### config.mk
export PLATFORM = sky130hd
export DESIGN_NAME = io_input_port
export DESIGN_NICKNAME = d
export VERILOG_FILES = /design/src/rtl/io_input_port_pkg.sv /design/src/rtl/io_input_port_fifo.sv /design/src/rtl/io_input_port.sv
export SDC_FILE = /design/constraint.sdc
export NUM_CORES = 1
export LEC_CHECK = 0
export BUFFER_PORTS_ARGS = -buffer_cell sky130_fd_sc_hd__clkbuf_2
export CAP_MARGIN = 0
export CORE_MARGIN = 5
export CORE_UTILIZATION = 45
export DETAILED_ROUTE_END_ITERATION = 8
export REMOVE_ABC_BUFFERS = 1
export SETUP_SLACK_MARGIN = 0.5
export SKIP_CTS_REPAIR_TIMING = 1
export SLEW_MARGIN = 20
export SYNTH_ARGS = -nofsm -noshare
export SYNTH_HDL_FRONTEND = slang
export SYNTH_SLANG_ARGS = --single-unit
### constraint.sdc
create_clock -name clk -period 3.7 [get_ports clk]
set_clock_uncertainty 0.2 [all_clocks]
set_input_delay 0.74 -clock clk [delete_from_list [all_inputs] [get_ports clk]]
set_output_delay 0.74 -clock clk [all_outputs]
set_load 0.03 [all_outputs]
### src/rtl/io_input_port_pkg.sv
// Shared definitions for the buffered input-device adapter.
//   DATA_WIDTH : default byte width, shared with the processor top
//   DEPTH_LOG2 : default log2 FIFO depth
//   state_e    : handshake FSM encoding
package io_input_port_pkg;

    localparam int unsigned DATA_WIDTH = 8;
    localparam int unsigned DEPTH_LOG2 = 3;

    typedef enum logic [1:0] {
        IDLE     = 2'b00,
        OFFER    = 2'b01,
        WAIT_LOW = 2'b10
    } state_e;

endpackage

### src/rtl/io_input_port_fifo.sv
// io_fifo: parameterised synchronous circular-buffer FIFO.
// Ports:
//   clk, reset        : clock, synchronous active-high reset
//   push, wr_data     : write request and data
//   pop               : read request (caller guarantees not empty)
//   rd_data           : entry at the read pointer (combinational)
//   count, full, empty: occupancy status
// A push while full is accepted only when a pop happens on the same edge.
module io_fifo
    import io_input_port_pkg::*;
#(
    parameter int unsigned dataWidth = DATA_WIDTH,
    parameter int unsigned depthLog2 = DEPTH_LOG2
) (
    input  logic                 clk,
    input  logic                 reset,
    input  logic                 push,
    input  logic [dataWidth-1:0] wr_data,
    input  logic                 pop,
    output logic [dataWidth-1:0] rd_data,
    output logic [depthLog2:0]   count,
    output logic                 full,
    output logic                 empty
);

    localparam int unsigned DEPTH = 1 << depthLog2;

    logic [dataWidth-1:0] mem_q [DEPTH];
    logic [depthLog2-1:0] wr_ptr_q, wr_ptr_d;
    logic [depthLog2-1:0] rd_ptr_q, rd_ptr_d;
    logic [depthLog2:0]   count_q, count_d;
    logic                 do_push, do_pop;

    assign full    = (count_q == (depthLog2+1)'(DEPTH));
    assign empty   = (count_q == '0);
    assign count   = count_q;
    assign rd_data = mem_q[rd_ptr_q];

    assign do_pop  = pop && !empty;
    assign do_push = push && (!full || do_pop);

    always_comb begin
        wr_ptr_d = wr_ptr_q;
        rd_ptr_d = rd_ptr_q;
        count_d  = count_q;
        if (do_push) wr_ptr_d = wr_ptr_q + depthLog2'(1);
        if (do_pop)  rd_ptr_d = rd_ptr_q + depthLog2'(1);
        if (do_push && !do_pop)      count_d = count_q + (depthLog2+1)'(1);
        else if (do_pop && !do_push) count_d = count_q - (depthLog2+1)'(1);
    end

    always_ff @(posedge clk) begin
        if (reset) begin
            wr_ptr_q <= '0;
            rd_ptr_q <= '0;
            count_q  <= '0;
        end else begin
            wr_ptr_q <= wr_ptr_d;
            rd_ptr_q <= rd_ptr_d;
            count_q  <= count_d;
        end
    end

    // Storage is not reset; pointers and count define what is valid.
    always_ff @(posedge clk) begin
        if (!reset && do_push) mem_q[wr_ptr_q] <= wr_data;
    end

endmodule

### src/rtl/io_input_port.sv
// io_input_port: buffers bytes from an external device and presents them to
// the processor input port with a four-phase ready/ACK handshake.
// Ports:
//   clk, reset                 : clock, synchronous active-high reset
//   devData, devWrEn           : device byte and push strobe
//   devFull                    : FIFO full, device must not push
//   devOverflow, clrOverflow   : sticky dropped-push flag and its clear
//   dataOut, dataReady         : registered byte/valid to the processor
//   ack                        : processor input-ACK (synchronous to clk)
//   count                      : FIFO occupancy
//
// state    | meaning
// IDLE     | nothing offered; offer head byte when FIFO non-empty and ack low
// OFFER    | dataOut/dataReady held; pop on ack high
// WAIT_LOW | byte consumed; wait for ack to return low
module io_input_port
    import io_input_port_pkg::*;
#(
    parameter int unsigned dataWidth = DATA_WIDTH,
    parameter int unsigned depthLog2 = DEPTH_LOG2
) (
    input  logic                 clk,
    input  logic                 reset,
    input  logic [dataWidth-1:0] devData,
    input  logic                 devWrEn,
    output logic                 devFull,
    output logic                 devOverflow,
    input  logic                 clrOverflow,
    output logic [dataWidth-1:0] dataOut,
    output logic                 dataReady,
    input  logic                 ack,
    output logic [depthLog2:0]   count
);

    state_e               state_q, state_d;
    logic [dataWidth-1:0] data_out_q, data_out_d;
    logic                 ready_q, ready_d;
    logic                 ovf_q, ovf_d;
    logic                 pop;
    logic                 drop;
    logic [dataWidth-1:0] head;
    logic                 fifo_full, fifo_empty;

    io_fifo #(
        .dataWidth (dataWidth),
        .depthLog2 (depthLog2)
    ) u_fifo (
        .clk     (clk),
        .reset   (reset),
        .push    (devWrEn),
        .wr_data (devData),
        .pop     (pop),
        .rd_data (head),
        .count   (count),
        .full    (fifo_full),
        .empty   (fifo_empty)
    );

    // A push at full is only dropped when no pop frees a slot on that edge.
    assign drop = devWrEn && fifo_full && !pop;

    always_comb begin
        state_d    = state_q;
        data_out_d = data_out_q;
        ready_d    = ready_q;
        pop        = 1'b0;
        case (state_q)
            IDLE: begin
                if (!ack && !fifo_empty) begin
                    data_out_d = head;
                    ready_d    = 1'b1;
                    state_d    = OFFER;
                end
            end
            OFFER: begin
                if (ack) begin
                    pop     = 1'b1;
                    ready_d = 1'b0;
                    state_d = WAIT_LOW;
                end
            end
            WAIT_LOW: begin
                if (!ack) state_d = IDLE;
            end
            default: begin
                ready_d = 1'b0;
                state_d = IDLE;
            end
        endcase
    end

    // A drop on the same edge as a clear keeps the flag set.
    always_comb begin
        ovf_d = ovf_q;
        if (drop)             ovf_d = 1'b1;
        else if (clrOverflow) ovf_d = 1'b0;
    end

    always_ff @(posedge clk) begin
        if (reset) begin
            state_q    <= IDLE;
            data_out_q <= '0;
            ready_q    <= 1'b0;
            ovf_q      <= 1'b0;
        end else begin
            state_q    <= state_d;
            data_out_q <= data_out_d;
            ready_q    <= ready_d;
            ovf_q      <= ovf_d;
        end
    end

    assign devFull     = fifo_full;
    assign devOverflow = ovf_q;
    assign dataOut     = data_out_q;
    assign dataReady   = ready_q;

endmodule

==> metrics.md, run 1 <==
| Metric | Value |
|---|---|
| Top FF cell, synth | `edfxtp_1` |
| Die Y | `96.8 um` |
| Dpl cells | `342` |
| FF+latch count, synth | `86` |
| Relative slew slack | `41.6%` |
| GPL Wtd Cong | `0.761` |
| CP Data Arrival Time | `3010 ps` |
| DR iter-0 viols | `64` |
| # IOs | `28` |
| WL/cell | `17.2 um` |
| Detailed Place HPWL | `4.04 mm` |
| RSZ-0062 raised after global routing | `false` |
| Starting Density | `46.5%` |
| Distinct cells, synth | `37` |
| First-pass GRT wire length | `10.1 mm` |
| Die area | `9370 um^2` |
| Pin count of the biggest net entering global routing | `22` |
| H-tree depth | `3` |
| Setup crit end kind | `flop` |
| Setup-failing EPs final | `0` |
| Gr usage total | `14.2%` |
| Net Sw Frac | `29.6%` |
| Final min period | `2970 ps` |
| Final period util | `80.2%` |
| First-pass DRT Iterations | `4` |
| Post-route ant nets | `0` |
| Number of buffers inserted during clock tree synthesis | `9` |
| DRC Markers | `0` |
| Worst Hold Class | `reg2reg` |
| Worst skew pair latency | `340 ps` |
| Leak pwr | `1.42 nW` |
| Crit Path Max Fanout | `7` |
| Row Count | `31` |
| P_int | `1.82 mW` |
| CTS tree | `yes` |
| Clock root cell | `clkbuf_8` |
| Crit start category | `flop` |
| IO buf count | `27` |
| Total core area | `7290 um^2` |
| Status | `complete, no violations` |
| Req. time, crit path | `3740 ps` |
| Maxcap violations | `0` |
| Non-filler cells, final | `359` |
| Vias | `1877` |
| Reg clk slew, reported paths | `90 ps` |
| Post-layout nets | `274` |
| Combinational share of power | `22.2%` |
| Power share of the sequential group | `46.4%` |
| Number of global-route vias before repair | `1937` |
| Setup TNS | `0 ps` |
| Syn avg cell area | `15.9 um^2` |
| Slew @ Worst Pin | `876 ps` |
| Routed WL | `6.19 mm` |
| Num Clock Sinks | `86` |
| Via-per-instance ratio | `5.23` |
| Min Hold Slack | `242 ps` |
| Max Buffers Root-to-Sink | `2` |
| FILL cells | `624` |
| Pwr/cell area | `649 nW/um^2` |
| Mapped Area | `3390 um^2` |
| Ys Warns | `0` |
| Max Transition Viols Final | `0` |
| Seq/Total Area, Yosys | `69.7%` |
| Syn Inst Count | `213` |
| Number of synthesized flops with an enable pin | `64` |
| P&R area growth vs syn | `17.5%` |
| Clock power frac | `31.4%` |
| Global route overflow | `0` |
| Worst VDD drop | `0.420 mV` |
| Sw Pwr | `0.766 mW` |
| Share of layout cells above drive strength 1 | `32.3%` |
| FMAX | `337 MHz` |
| Ys async rst share | `0%` |
| Die X | `96.8 um` |
| Hold Vio Cnt, Final | `0` |
| ANT cells | `0` |
| Antenna violations before repair | `0` |
| Critical path class | `reg2reg` |
-- sequential cells by signal (all words and copies together), names as in the netlist --
name             count
dataOut              8
dataReady            1
devOverflow          1
state_q              2
u_fifo.count         4
u_fifo.mem_q        64
u_fifo.rd_ptr_q      3
u_fifo.wr_ptr_q      3
-- worst max-delay path: stages (launching register included) --
cell,delay (ps)
dfxtp_1,390
or4b_4,610
o21ai_4,180
inv_2,70
ha_1,190
inv_1,130
ha_1,280
a21oi_1,200
a211oi_1,100
a31oi_1,170
mux2_2,340
-- cell usage in the layout, fill, tap and decap left out, types with 3 or more instances in the layout --
cell       instances
xnor2_1            3
clkbuf_8          10
nor3_1             4
bufinv_16          3
ha_1               5
dfxtp_1           22
a21oi_1            6
edfxtp_1          64
a22oi_1            9
nand3_1            3
buf_4             13
nor2_1            18
xor2_1             3
clkbuf_2          27
mux4_2            16
nand2_1           24
-- cell type report --
type                            count  area [um^2]  area share [%]
Sequential cell                    86         2360            59.3
Multi-Input combinational cell    115          997            25.0
Timing Repair Buffer               40          233            5.85
Clock buffer                       10          138            3.46
Tap cell                           99          124            3.11
Clock inverter                      6          116            2.92
Inverter                            3         11.3           0.283
-- worst paths after layout --
check             startpoint              end  slack [ps]  cells past startpoint
max          u_fifo.count[0]  u_fifo.count[3]         730                     10
min               dataOut[3]       dataOut[3]         240                      2
max reg2reg  u_fifo.count[0]  u_fifo.count[3]         730                     10
min reg2reg       dataOut[3]       dataOut[3]         240                      2
-- metal layers --
| metal | track usage (%) | up-vias | share of wire [%] |
|---|---|---|---|
| li1 | - | 895 | - |
| met3 | 2.52 | 4 | 4.6 |
| met5 | 0 | - | 0 |
| met4 | 6.48 | 0 | 0.89 |
| met2 | 22.7 | 55 | 51 |
| met1 | 18.8 | 923 | 44 |
-- cell usage after synthesis, types with 2 or more instances --
| cell type | n | share of area (%) |
|---|---|---|
| nand3_1 | 3 | 0.44 |
| clkbuf_1 | 5 | 0.55 |
| a21oi_1 | 6 | 0.89 |
| a22oi_1 | 9 | 2.0 |
| ha_1 | 5 | 1.8 |
| xnor2_1 | 3 | 0.78 |
| nand2_1 | 24 | 2.7 |
| nor4_1 | 3 | 0.55 |
| edfxtp_1 | 64 | 57 |
| xor2_1 | 3 | 0.78 |
| nor3_1 | 4 | 0.59 |
| buf_2 | 4 | 0.59 |
| dfxtp_1 | 22 | 13 |
| mux4_2 | 16 | 11 |
| nor2_1 | 18 | 2.0 |
| inv_1 | 2 | 0.22 |
| nor2b_1 | 2 | 0.37 |
-- stage by stage --
stage	setup WS [ps]	cell area [um^2]	power [mW]	utilization (%)
3_5_place_dp	453	3710	1.80	50.9
2_1_floorplan	697	3350	1.62	-
4_1_cts	598	3970	2.61	54.4
3_3_place_gp	499	3710	1.79	50.9
6_report	732	3980	2.58	54.6
5_1_grt	565	3980	2.72	54.6
-- power by group through the flow --
stage          combinational, mW  sequential (mW)  clock (mW)
6_report                   0.574             1.20       0.811
5_1_grt                    0.633             1.22       0.874
4_1_cts                    0.578             1.20       0.828
3_5_place_dp               0.576             1.22           0
3_3_place_gp               0.571             1.22           0
2_1_floorplan              0.305             1.32           0
-- cells by family after synthesis --
family                     synth area share [%]
and+or+nand+nor                            9.41
muxes                                      11.3
buffers and inverters                      1.48
DFF                                        69.7
AOI/OAI and AO/OA                          4.17
xor gates and xnor gates                   1.55
adders and majority gates                  2.44
Power figures use the tool's default switching activity.
==> inputs of run 2 (changes only) <==
--- a/config.mk
+++ b/config.mk
@@ -10,6 +10,7 @@
 export CORE_MARGIN = 5
 export CORE_UTILIZATION = 45
 export DETAILED_ROUTE_END_ITERATION = 8
+export PLACE_DENSITY = 0.65
 export REMOVE_ABC_BUFFERS = 1
 export SETUP_SLACK_MARGIN = 0.5
 export SKIP_CTS_REPAIR_TIMING = 1
==> constraint.sdc (replaced) <==
create_clock -name clk -period 2.6 [get_ports clk]
set_clock_uncertainty 0.2 [all_clocks]
set_input_delay 0.52 -clock clk [delete_from_list [all_inputs] [get_ports clk]]
set_output_delay 0.52 -clock clk [all_outputs]
set_load 0.03 [all_outputs]
==> run 2 against run 1 <==
Net effect: the flow now finishes with violations (setup timing); fmax is 12% higher; sequential share of layout area is 3.2 points lower; via count is 5.1% higher; largest cell class unchanged; largest power group unchanged; register-to-register slack worse by 790 ps; clock power is 6.3% higher; non-clock buffer count is 22 higher; global-route usage hardly changed.
==> metrics.md, run 2 (synthesis results as in run 1) <==
| Metric | Value |
|---|---|
| Req. time, crit path | `2650 ps (-1090 ps)` |
| Max Transition Viols Final | `0 (unchanged)` |
| Worst Hold Class | `in2reg` |
| First-pass GRT wire length | `10.2 mm (+0.21%)` |
| Critical path class | `reg2reg` |
| Post-route ant nets | `0 (unchanged)` |
| H-tree depth | `3 (unchanged)` |
| Share of layout cells above drive strength 1 | `42.6% (+10 points)` |
| Leak pwr | `1.51 nW (+6.3%)` |
| Routed WL | `6.51 mm (+5.2%)` |
| ANT cells | `0 (unchanged)` |
| DRC Markers | `0 (unchanged)` |
| Crit start category | `flop` |
| Vias | `1972 (+5.1%)` |
| WL/cell | `17.1 um (-0.85%)` |
| Slew @ Worst Pin | `722 ps (-154 ps)` |
| Gr usage total | `14.2% (+0.048 points)` |
| IO buf count | `27 (unchanged)` |
| Relative slew slack | `51.4% (+9.9 points)` |
| Tot Pwr | `3.78 mW (+46%)` |
| Failing checks | `setup timing` |
| GR Layer Usage met1 | `19.0% (+0.21 points)` |
| Most frequent cells in the layout | `edfxtp_1 (64), buf_4 (34), clkbuf_2 (26)` |
| CP Data Arrival Time | `2710 ps (-300 ps)` |
| Clock root cell | `clkbuf_8` |
| Slowest CP cell | `or4b_4` |
| Crit-path most repeated cell | `ha_4` |
| Max Buffers Root-to-Sink | `2 (unchanged)` |
| Number of global-route vias before repair | `1933 (-0.21%)` |
| Hold Vio Cnt, Final | `0 (unchanged)` |
| GR Util met2 | `21.9% (-0.74 points)` |
| Number of buffers inserted during clock tree synthesis | `9 (unchanged)` |
| Antenna violations before repair | `0 (unchanged)` |
| Slowest cell delay on critical path | `560 ps (-50 ps)` |
| # IOs | `28 (unchanged)` |
| Row Count | `31 (unchanged)` |
| RSZ-0062 raised after global routing | `true` |
| Reg area | `2360 um^2 (about the same)` |
| Global route overflow | `0 (unchanged)` |
| Setup TNS | `-58.2 ps (-58.2 ps)` |
| Top Usage Layer GRT | `met2` |
| Setup-failing EPs final | `1 (+1)` |
| FMAX | `376 MHz (+12%)` |
| Status | `finished, violations left` |
| Die X | `96.8 um (unchanged)` |
| Crit Path Max Fanout | `4 (-3)` |
| Die area | `9370 um^2 (unchanged)` |
| Post-route setup slack | `-58.2 ps (-790 ps)` |
| Num Clock Sinks | `86 (unchanged)` |
| FILL cells | `593 (-5.0%)` |
| Crit-path cells | `or4b_4, o21ai_4, inv_2, ha_4, inv_4, ha_4, a21oi_4, a211oi_2, a31oi_2, mux2_4` |
| Post-layout nets | `296 (+8.0%)` |
| Die Y | `96.8 um (unchanged)` |
| Worst skew pair latency | `360 ps (+20 ps)` |
| Non-filler cells, final | `381 (+6.1%)` |
| Starting Density | `46.5% (unchanged)` |
| Setup crit end kind | `flop` |
| Multi-input gate area | `1120 um^2 (+12%)` |
| Via-per-instance ratio | `5.18 (-1.0%)` |
| Pin count of the biggest net entering global routing | `16 (-27%)` |
| DR iter-0 viols | `108 (+69%)` |
| Commonest non-fill, non-tap cell in the layout | `edfxtp_1` |
| Detailed Place HPWL | `4.17 mm (+3.3%)` |
| GPL Wtd Cong | `0.754 (-0.96%)` |
| Largest reg by FF count | `u_fifo.mem_q` |
| Met3 Usage GRT | `3.60% (+1.1 points)` |
| Worst Path Buf+Inv | `2 (unchanged)` |
| Largest register FFs | `64 (unchanged)` |
| P&R area growth vs syn | `24.3%` |
| Dpl cells | `362 (+5.8%)` |
| Maxcap violations | `0 (unchanged)` |
| CTS tree | `yes` |
| Final period util | `102% (+22 points)` |
| Delay-heaviest family, CP | `compound AO/OA/AOI/OAI gates` |
| First-pass DRT Iterations | `5 (+1)` |
| Total core area | `7290 um^2 (unchanged)` |
| Worst VDD drop | `0.771 mV (+84%)` |
| Pwr/cell area | `899 nW/um^2 (+38%)` |
| Reg clk slew, reported paths | `90 ps (about the same)` |
| Final min period | `2660 ps (-310 ps)` |
## run 2: cell count changes in the layout (fill, tap and decap cells not counted), sizes merged
cell and change:
buf +23, clkinv +2, bufinv -3
## run 2: worst paths after layout
check                  start            endpoint  cells past startpoint  slack, ps
max          u_fifo.count[1]     u_fifo.count[3]                     10        -60
min               devData[4]  u_fifo.mem_q[1][4]                      1        240
max reg2reg  u_fifo.count[1]     u_fifo.count[3]                     10        -60
min reg2reg       dataOut[0]          dataOut[0]                      2        240
## run 2: worst register-to-register path: stages, from the launching register on
cell      delay (ps)
dfxtp_2          340
or4b_4           560
o21ai_4          190
inv_2             70
ha_4             170
inv_4             60
ha_4             210
a21oi_4          160
a211oi_2         100
a31oi_2          190
mux2_4           320
## run 2: per-layer routing
| metal | wire, um | vias up |
|---|---|---|
| li1 | - | 949 |
| met1 | 3000 | 970 |
| met2 | 3170 | 45 |
| met3 | 232 | 8 |
| met4 | 104 | 0 |
| met5 | 0 | - |
## run 2: area by class of cell
class,instances,share of cell area (%)
sequential,86,56.1
multi-input combinational,115,26.6
timing repair buffer,62,9.69
clock buffer,11,3.36
tap,99,2.94
clock inverter,5,1.01
inverter,3,0.327
## run 2: report_power, final
part	total, mW	switching, mW	internal [mW]
registers	1.68	0.0843	1.60
clock network	0.862	0.477	0.385
logic	1.24	0.663	0.577
total	3.78	1.22	2.56
## run 2: through the flow
stage               hold WS [ps]  util [%]  cell area, um^2  worst slack (ps)
finish                       241      57.8             4210             -58.2
global route                 235      57.8             4210              -133
detailed placement           231      53.0             3860              -136
global placement             224      53.0             3860             -55.1
floorplan                    292         -             3350              -403
CTS                          233      55.5             4050              -152
